$ cat config.mk
export PLATFORM = sky130hd
export DESIGN_NAME = instr_controller
export DESIGN_NICKNAME = d
export VERILOG_FILES = /design/src/rtl/instr_controller.sv
export SDC_FILE = /design/constraint.sdc
export NUM_CORES = 1
export LEC_CHECK = 0
export BUFFER_PORTS_ARGS = -buffer_cell sky130_fd_sc_hd__buf_2
export CORE_ASPECT_RATIO = 0.7
export CORE_MARGIN = 3
export CORE_UTILIZATION = 42
export DETAILED_ROUTE_END_ITERATION = 8
export PLACE_DENSITY_LB_ADDON = 0.05
export RECOVER_POWER = 50
export SYNTH_ARGS = -nofsm -noshare
export SYNTH_HDL_FRONTEND = slang
export SYNTH_SLANG_ARGS = --single-unit
$ cat constraint.sdc
create_clock -name clk -period 1.6 [get_ports clk]
set_input_delay 0.32 -clock clk [delete_from_list [all_inputs] [get_ports clk]]
set_output_delay 0.32 -clock clk [all_outputs]
set_load 0.02 [all_outputs]
$ cat src/rtl/instr_controller.sv
`default_nettype none
// +----------------------------------------------------------------------------+
// | instr_controller: fetch/decode/execute sequencer between PC/imem and datapath |
// | Revision: 1.0                                                               |
// +----------------------------------------------------------------------------+
module instr_controller #(
  parameter int         IW      = 16,
  parameter logic [2:0] ALU_ADD = 3'b001,
  parameter logic [2:0] ALU_SUB = 3'b010
) (
  input  logic          clk,
  input  logic          clear,
  input  logic [IW-1:0] instr,
  output logic          pc_clr,
  output logic          pc_up,
  output logic [7:0]    d_addr,
  output logic          d_wr,
  output logic          rf_s,
  output logic [3:0]    rf_w_addr,
  output logic          rf_w_en,
  output logic [3:0]    rf_ra_addr,
  output logic [3:0]    rf_rb_addr,
  output logic [2:0]    alu_s,
  output logic [3:0]    state_out
);

  typedef enum logic [3:0] {
    S_INIT   = 4'd0,
    S_FETCH  = 4'd1,
    S_DECODE = 4'd2,
    S_NOOP   = 4'd3,
    S_LOAD_A = 4'd4,
    S_LOAD_B = 4'd5,
    S_STORE  = 4'd6,
    S_ADD    = 4'd7,
    S_SUB    = 4'd8,
    S_HALT   = 4'd9
  } state_t;

  localparam logic [3:0] OP_NOOP  = 4'b0000;
  localparam logic [3:0] OP_STORE = 4'b0001;
  localparam logic [3:0] OP_LOAD  = 4'b0010;
  localparam logic [3:0] OP_ADD   = 4'b0011;
  localparam logic [3:0] OP_SUB   = 4'b0100;
  localparam logic [3:0] OP_HALT  = 4'b0101;

  state_t        state_q, state_d;
  logic [IW-1:0] ir_q, ir_d;
  logic [3:0]    opcode;

  assign opcode    = ir_q[IW-1:IW-4];
  assign state_out = state_q;

  always_ff @(posedge clk or posedge clear) begin
    if (clear) begin
      state_q <= S_INIT;
      ir_q    <= '0;
    end else begin
      state_q <= state_d;
      ir_q    <= ir_d;
    end
  end

  always_comb begin
    state_d    = state_q;
    ir_d       = ir_q;
    pc_clr     = 1'b0;
    pc_up      = 1'b0;
    d_addr     = 8'h00;
    d_wr       = 1'b0;
    rf_s       = 1'b0;
    rf_w_addr  = 4'h0;
    rf_w_en    = 1'b0;
    rf_ra_addr = 4'h0;
    rf_rb_addr = 4'h0;
    alu_s      = 3'b000;
    case (state_q)
      S_INIT: begin
        pc_clr  = 1'b1;
        state_d = S_FETCH;
      end
      // PC advances on this same edge, so IR captures the word at the old PC
      S_FETCH: begin
        pc_up   = 1'b1;
        ir_d    = instr;
        state_d = S_DECODE;
      end
      S_DECODE: begin
        case (opcode)
          OP_NOOP:  state_d = S_NOOP;
          OP_STORE: state_d = S_STORE;
          OP_LOAD:  state_d = S_LOAD_A;
          OP_ADD:   state_d = S_ADD;
          OP_SUB:   state_d = S_SUB;
          OP_HALT:  state_d = S_HALT;
          default:  state_d = S_NOOP;
        endcase
      end
      S_NOOP: state_d = S_FETCH;
      // First load cycle only covers the data memory read latency
      S_LOAD_A: begin
        d_addr  = ir_q[11:4];
        rf_s    = 1'b1;
        state_d = S_LOAD_B;
      end
      S_LOAD_B: begin
        d_addr    = ir_q[11:4];
        rf_s      = 1'b1;
        rf_w_addr = ir_q[3:0];
        rf_w_en   = 1'b1;
        state_d   = S_FETCH;
      end
      S_STORE: begin
        d_addr     = ir_q[7:0];
        rf_ra_addr = ir_q[11:8];
        d_wr       = 1'b1;
        state_d    = S_FETCH;
      end
      S_ADD, S_SUB: begin
        rf_ra_addr = ir_q[11:8];
        rf_rb_addr = ir_q[7:4];
        rf_w_addr  = ir_q[3:0];
        rf_w_en    = 1'b1;
        alu_s      = (state_q == S_ADD) ? ALU_ADD : ALU_SUB;
        state_d    = S_FETCH;
      end
      S_HALT: state_d = S_HALT;
      default: state_d = S_INIT;
    endcase
  end

endmodule
`default_nettype wire

==> results.json, run 1 <==
{
  "slowest_stage": "dfrtp_2",
  "power_mw": 3.869,
  "syn-cell-area_sq_um": 1149,
  "clock-root-buffer": "clkbuf_8",
  "fp-row-count": 15,
  "diodes": 0,
  "grt_pass1_vias": 1071,
  "die_w_microns": 68.51,
  "synth_area_per_cell_sq_um": 11.84,
  "drc": 0,
  "clk_pin_slew_ns": 0.08,
  "htree_levels": 1,
  "ant_nets": 0,
  "syn-num-nets": 115,
  "worst_pin_slew_ns": 0.6247,
  "timing.setup.tns_ns": -7.065,
  "postCtsHoldBufs": 0,
  "coreArea_sq_um": 2534,
  "path_depth": 6,
  "cpPeakStageDelay_ns": 0.45,
  "synth_top_area_share_pct": 43.57,
  "critical-path-top-delay-family": "flip-flops",
  "start_util_pct": 45.33,
  "finalSetupViolCount": 44,
  "worstPathCellList": "buf_6, buf_6, nand2b_4, nor2_4, a22o_1, buf_6",
  "post_drt_via_cell_ratio": 5.376,
  "drt_iter0_markers": 105,
  "drt-total-wl_microns": 3715,
  "ys_async_sr_fraction_pct": 100.0,
  "r2r-start": "state_out[3]",
  "min_period_ns": 1.924,
  "antenna_found_initial": 0,
  "startpoint": "state_out[2]",
  "synth.distinct_cells": 32,
  "fin_util_pct": 80.40,
  "synth_edf_count": 0,
  "grt_overflow_total": 0,
  "vias": 1102,
  "dp_slack_ns": -0.08234,
  "required_ns": 1.28,
  "crit_end": "d_addr[2]",
  "die_height_microns": 49.76,
  "slew_headroom_pct": 58.31,
  "clock_sinks": 20,
  "finalHoldWorstSlack_ns": 0.1256,
  "yosys-top-cells-area": "dfrtp_1 (44%), mux2_4 (10%), mux2_2 (7.8%), and2_1 (6.5%), a22o_1 (6.1%)",
  "drv_cap": 0,
  "dr.pass1.iters": 4,
  "synth_top_cells_by_count": "dfrtp_1 (20), and2_1 (12), a22o_1 (8), mux2_2 (8), mux2_4 (8)",
  "crit_fanout": 6,
  "clk_latency_ns": 0.26,
  "syn_to_final_growth_pct": 77.34,
  "cts_tree": "built",
  "synth_flop_cell": "dfrtp_1",
  "grt_max_degree": 17,
  "crit_type": "reg2out",
  "r2r_cells": 5,
  "final.period_utilization_pct": 120.2,
  "tritoncts.num_buffers": 3,
  "status": "finished, violations left",
  "start_kind": "register",
  "hold_path_class": "in2async",
  "dp_cells": 188,
  "place.detailed.hpwl_microns": 2259,
  "violations": "negative setup slack",
  "place.gp.congestion": 0.7505,
  "power_density_nw_per_um2": 1899,
  "fmax_ghz": 0.5198,
  "regToRegEndpoint": "ir_q[10]",
  "wire_per_inst_microns": 18.12,
  "yosysTopAreaCell": "dfrtp_1",
  "hold_viol": 0,
  "num_io_pins": 50,
  "yosysMostFrequentCell": "dfrtp_1",
  "r2r_slack_ns": -0.05,
  "synth_warnings": 0,
  "postLayoutCellArea_sq_um": 2037,
  "setup_ws_ns": -0.3237,
  "ys_ff_latch": 20,
  "portBuffers": 48,
  "timing.critical_path.mode_cell": "buf_6",
  "ir_drop_uv": 965.3,
  "end_kind": "primary output",
  "worst_ep_arrival_time_ns": 1.60,
  "yosysSeqAreaShare_pct": 43.57,
  "drv_slew": 0,
  "netlist_instances": 97,
  "grt_pass1_wl_microns": 5451,
  "leakage_nw": 0.9947,
  "final_nets": 190,
  "finalNonFillerCells": 205,
  "post_dp_cell_area_sq_um": 1536,
  "clk_path_buf_depth": 2,
  "drive_gt1_share_pct": 73.10,
  "rsz0062_at_grt": "yes",
  "track_usage_pct": 22.03,
  "skew_ns": 0.001516,
  "die_area_sq_um": 3408,
  "crit_buf_inv": 3
}
cell type report:
| type | count | area [sq um] |
|---|---|---|
| Sequential cell | 20 | 504.2 |
| Inverter | 3 | 11.26 |
| Multi-Input combinational cell | 70 | 747.0 |
| Clock inverter | 1 | 30.03 |
| Timing Repair Buffer | 74 | 660.6 |
| Fill cell | 155 | 496.7 |
| Clock buffer | 3 | 41.29 |
| Tap cell | 34 | 42.54 |
where the power goes:
part	leakage [nW]	switching [mW]	internal, mW	total [mW]
registers	0.233	0.292	0.765	1.06
logic	0.726	0.965	1.34	2.30
clock network	0.0357	0.174	0.334	0.508
total	0.995	1.43	2.44	3.87
sequential cells by signal (all words and copies together) (netlist names):
register   flops
ir_q          16
state_out      4
per-layer routing:
metal | track usage [%] | up-vias | wire length (microns)
li1 | - | 498 | -
met1 | 27.91 | 531 | 1460
met2 | 36.61 | 67 | 1863
met3 | 6.834 | 6 | 343
met4 | 4.290 | 0 | 47
met5 | 0 | - | 0
worst min-delay path by stage:
stage | end | slack (ns) | depth (start not counted)
2_1_floorplan | ir_q[0] | 0.28 | 1
3_3_place_gp | ir_q[8] | 0.42 | 2
3_5_place_dp | ir_q[13] | 0.43 | 2
4_1_cts | ir_q[13] | 0.14 | 2
5_1_grt | ir_q[13] | 0.18 | 2
6_report | ir_q[13] | 0.13 | 2
kinds of logic after synthesis:
kind of cell | synth area share, %
AND/OR/NAND/NOR | 18.41
flip-flops | 43.57
AO/OA/AOI/OAI | 12.85
multiplexers | 18.30
buffers and inverters | 5.773
XOR/XNOR | 0.7627
other | 0.3265
cell usage in the layout, fill, tap and decap left out, types with 2 or more instances in the layout:
cell / n
nor2_4: 4
a22o_1: 8
buf_2: 21
buf_8: 2
mux2_4: 16
nor4b_4: 2
nor2_1: 2
clkbuf_8: 3
dfrtp_1: 17
nand2b_4: 2
buf_6: 38
and2_4: 12
inv_1: 3
dfrtp_2: 3
o21ai_0: 3
buf_4: 13
timing repair:
item,in CTS,in global routing
pin swaps,17,11
setup buffers,7,8
setup endpoints to repair,27,44
gates resized for setup,73,29
cloned,2,1
(Power assumes the default switching activity.)
==> inputs of run 2 (changes only) <==
Settings changed: CORE_UTILIZATION 42 to 45.
Clock period 1.6 ns to 2.4 ns, I/O delays scaled along.
==> run 2 against run 1 <==
  * The run now ends clean
  * Combinational power down 67%
  * Clock power shrank 45%
  * Sequential power shrank 31%
  * Largest cell class unchanged
==> results.json, run 2 (same netlist as run 1, synthesis figures left out) <==
{
  "seqPwrFrac_pct": 41.0,
  "drt_iter0_markers": 49,
  "fmax_ghz": 0.4546,
  "clockPowerShare_pct": 15.8,
  "antenna_found_initial": 0,
  "slew_headroom_pct": 49.07,
  "dr.pass1.iters": 4,
  "worst_ep_arrival_time_ns": 1.72,
  "drv_cap": 0,
  "grt_overflow_total": 0,
  "largest_register_ffs": 16,
  "drt-total-wl_microns": 2719,
  "grt_max_degree": 21,
  "vias": 934,
  "post_cts_buffers": 0,
  "tritoncts.num_buffers": 3,
  "die_height_microns": 48.27,
  "r2r-start": "state_out[0]",
  "top_register": "ir_q",
  "power_density_nw_per_um2": 1247,
  "final.period_utilization_pct": 91.66,
  "start_kind": "register",
  "p_comb_share_pct": 43.2,
  "finalHoldWorstSlack_ns": 0.2864,
  "grt_pass1_vias": 832,
  "status": "finished clean",
  "setup_ws_ns": 0.2002,
  "skew_ns": 0.0007807,
  "crit_type": "reg2out",
  "track_usage_pct": 17.92,
  "hold_path_class": "in2async",
  "diodes": 0,
  "clk_pin_slew_ns": 0.12,
  "clk_path_buf_depth": 2,
  "layout_common_cells": "buf_2 (47), dfrtp_1 (18), and2_1 (12)",
  "ir_drop_uv": 594.0,
  "p_sw_mw": 0.7127,
  "drc": 0,
  "post_drt_via_cell_ratio": 5.218,
  "leakage_nw": 0.7366,
  "clock_sinks": 20,
  "end_kind": "primary output",
  "clk_latency_ns": 0.31,
  "hold_viol": 0,
  "fp-row-count": 14,
  "start_util_pct": 50.44,
  "place.gp.congestion": 0.8083,
  "portBuffers": 48,
  "die_w_microns": 66.39,
  "drive_gt1_share_pct": 45.58,
  "num_io_pins": 50,
  "cts_resized": 0,
  "min_period_ns": 2.200,
  "rsz0062_at_grt": "no",
  "r2r_slack_ns": 0.30,
  "regToRegEndpoint": "ir_q[9]",
  "r2r_cells": 3,
  "crit_fanout": 11,
  "place.detailed.hpwl_microns": 2065,
  "startpoint": "state_out[2]",
  "finalNonFillerCells": 179,
  "dp_cells": 175,
  "crit_end": "rf_rb_addr[3]",
  "dp_slack_ns": 0.3978,
  "drv_slew": 0,
  "worst_pin_slew_ns": 0.7631,
  "postCtsHoldBufs": 0,
  "htree_levels": 1,
  "final_nets": 166,
  "postLayoutCellArea_sq_um": 1421,
  "fin_util_pct": 62.42,
  "wire_per_inst_microns": 15.19,
  "post_dp_cell_area_sq_um": 1404,
  "die_area_sq_um": 3204,
  "coreArea_sq_um": 2277,
  "required_ns": 1.92,
  "power_mw": 1.773,
  "grt_pass1_wl_microns": 4167,
  "p_sw_share_pct": 40.21,
  "p_int_mw": 1.060,
  "syn_to_final_growth_pct": 23.75,
  "timing.setup.tns_ns": 0,
  "cts_tree": "built",
  "clock-root-buffer": "clkbuf_4",
  "final_common_cell": "buf_2",
  "finalSetupViolCount": 0,
  "ant_nets": 0
}
## run 2: cell count changes in the layout (fill, tap and decap cells not counted), sizes merged
| cell | delta |
|---|---|
| buf | -25 |
| clkbuf | +3 |
| nor2 | -2 |
## run 2: worst min-delay path by stage
stage / startpoint / end / slack, ns / cells past startpoint
floorplan: clear / ir_q[0] / 0.44 / 1
global placement: ir_q[10] / ir_q[10] / 0.52 / 1
detailed placement: ir_q[10] / ir_q[10] / 0.52 / 1
CTS: clear / ir_q[11] / 0.32 / 2
global route: clear / ir_q[11] / 0.36 / 2
finish: clear / ir_q[10] / 0.29 / 2
## run 2: layout make-up
| type | instances | area, sq um |
|---|---|---|
| Multi-Input combinational cell | 68 | 553.0 |
| Sequential cell | 20 | 503.0 |
| Clock inverter | 1 | 30.03 |
| Tap cell | 32 | 40.04 |
| Timing Repair Buffer | 52 | 261.5 |
| Fill cell | 215 | 855.8 |
| Clock buffer | 3 | 22.52 |
| Inverter | 3 | 11.26 |
## run 2: power groups by stage
stage	Combinational [mW]	Clock, mW	Sequential (mW)
floorplan	0.743	0	0.648
global placement	0.859	0	0.713
detailed placement	0.873	0	0.732
CTS	0.876	0.286	0.724
global route	0.834	0.297	0.762
finish	0.766	0.280	0.727
## run 2: worst max-delay path: stages, from the launching register on
cell      delay [ns]
dfrtp_2         0.51
nor4b_4         0.37
o21bai_1        0.21
and2_1          0.16
buf_2           0.16
## run 2: routing by layer
metal / vias to the layer above / GRT usage, % / wire, microns
met5: - / 0 / 0
met4: 0 / 3.644 / 0
met3: 0 / 7.373 / 234
met2: 39 / 26.63 / 1227
met1: 447 / 24.86 / 1258
li1: 448 / - / -
==> inputs of run 3 (changes only) <==
Settings changed: PLACE_DENSITY_LB_ADDON 0.05 to 0.15.
Clock period 2.4 ns to 2.6 ns, I/O delays scaled along.
==> run 3 against run 2 <==
  * Critical path depth did not move
  * Sequential power decreased by 8.7%
  * First-iteration DRC count decreased by 39%
  * Critical endpoint is now rf_rb_addr[0]
  * Highest routed layer is now met4
  * Clock skew increased by 0.00065 ns
  * Flip-flop and latch count stayed put
  * Clock power decreased by 35%
  * Via count decreased by 0.64%
  * Cell count down 1.1%
  * Global-route usage is 0.99 points lower
  * Register-to-register slack better by 0.37 ns
==> results.json, run 3 (same netlist as run 1, synthesis figures left out) <==
{
  "status": "finished clean",
  "place.gp.congestion": 0.7543,
  "drc": 0,
  "grt_max_degree": 21,
  "dp_slack_ns": 0.4615,
  "die_height_microns": 48.27,
  "antenna_found_initial": 0,
  "start_util_pct": 50.44,
  "hold_path_class": "in2async",
  "slew_headroom_pct": 49.60,
  "slowest_stage": "dfrtp_1",
  "min_period_ns": 2.321,
  "required_ns": 2.08,
  "clk_pin_slew_ns": 0.11,
  "crit_type": "reg2out",
  "dr.pass1.iters": 4,
  "worst_pin_slew_ns": 0.7552,
  "timing.setup.tns_ns": 0,
  "cts_tree": "built",
  "clk_latency_ns": 0.30,
  "ir_drop_uv": 530.4,
  "syn_to_final_growth_pct": 22.33,
  "place.detailed.hpwl_microns": 2007,
  "path_depth": 4,
  "portBuffers": 48,
  "final_common_cell": "buf_2",
  "crit_fanout": 11,
  "setup_ws_ns": 0.2789,
  "leakage_nw": 0.7351,
  "crit_buf_inv": 1,
  "clock_sinks": 20,
  "final_nets": 164,
  "drt_iter0_markers": 30,
  "coreArea_sq_um": 2277,
  "skew_ns": 0.001426,
  "cpPeakStageDelay_ns": 0.53,
  "diodes": 0,
  "worstPathCellList": "nor4b_4, o21bai_1, and2_1, buf_2",
  "layout_common_cells": "buf_2 (48), dfrtp_1 (20), and2_1 (12)",
  "clk_path_buf_depth": 2,
  "fp-row-count": 14,
  "vias": 928,
  "num_io_pins": 50,
  "post_drt_via_cell_ratio": 5.243,
  "htree_levels": 1,
  "drv_slew": 0,
  "die_area_sq_um": 3204,
  "critical-path-top-delay-family": "simple AND/OR/NAND/NOR gates",
  "largest_register_ffs": 16,
  "ant_nets": 0,
  "grt_pass1_vias": 832,
  "track_usage_pct": 16.92,
  "wire_per_inst_microns": 14.36,
  "clock-root-buffer": "clkbuf_4",
  "finalSetupViolCount": 0,
  "die_w_microns": 66.39,
  "drive_gt1_share_pct": 47.59,
  "top_register": "ir_q",
  "power_density_nw_per_um2": 1121,
  "worst_ep_arrival_time_ns": 1.80,
  "grt_overflow_total": 0,
  "grt_pass1_wl_microns": 3974,
  "start_kind": "register",
  "drv_cap": 0,
  "rsz0062_at_grt": "no",
  "end_kind": "primary output",
  "post_dp_cell_area_sq_um": 1389,
  "r2r_cells": 3,
  "fmax_ghz": 0.4308,
  "final.period_utilization_pct": 89.27,
  "postLayoutCellArea_sq_um": 1405,
  "hold_viol": 0,
  "tritoncts.num_buffers": 3,
  "drt-total-wl_microns": 2542
}
==> run 3: cell count changes in the layout (fill, tap and decap cells not counted), moves of 2 or more <==
cell	before	now
mux2_1	6	4
nor2_1	4	2
mux2_4	2	4
dfrtp_2	2	0
nor2_2	0	2
dfrtp_1	18	20
clkbuf_1	3	1
==> run 3: where the power goes <==
group	internal, mW	switching [mW]	total [mW]
registers	0.465	0.199	0.664
clock network	0.0854	0.0957	0.181
logic	0.382	0.347	0.729
total	0.933	0.642	1.57
==> run 3: final cells by class <==
class / instances / area, sq um
Tap cell: 32 / 40.04
Clock buffer: 4 / 36.28
Fill cell: 199 / 872.1
Timing Repair Buffer: 50 / 251.5
Multi-Input combinational cell: 68 / 565.5
Inverter: 3 / 11.26
Sequential cell: 20 / 500.5
==> run 3: worst paths after layout <==
kind                              start            end  slack (ns)
setup / recovery           state_out[2]  rf_rb_addr[0]        0.28
hold / removal                    clear       ir_q[11]        0.33
setup reg to reg           state_out[0]       ir_q[13]        0.67
hold reg to reg                 ir_q[9]        ir_q[9]        0.54
max in group asynchronous         clear        ir_q[2]        1.80
min in group clk               instr[5]        ir_q[5]        0.43
==> run 3: metrics by stage <==
stage	power, mW	hold slack [ns]	std cells	utilization, %
final	1.575	0.3307	177	61.70
after global routing	1.689	0.3769	177	61.70
after CTS	1.656	0.3541	177	62.58
after detailed placement	1.473	0.5271	173	60.99
after global placement	1.438	0.5179	173	60.99
after floorplan	1.284	0.4838	97	-
==> run 3: routing by layer <==
| metal | GRT usage (%) | up-vias | wire (microns) |
|---|---|---|---|
| met5 | 0 | - | 0 |
| met4 | 4.858 | 0 | 30 |
| met3 | 5.300 | 4 | 204 |
| met2 | 27.22 | 40 | 1133 |
| met1 | 22.49 | 441 | 1172 |
| li1 | - | 443 | - |
==> run 3: timing repair <==
item / CTS / global route
gates resized for setup: 0 / 3
setup endpoints to repair: 0 / 9
setup buffers: 0 / 0
hold buffers: 0 / 0
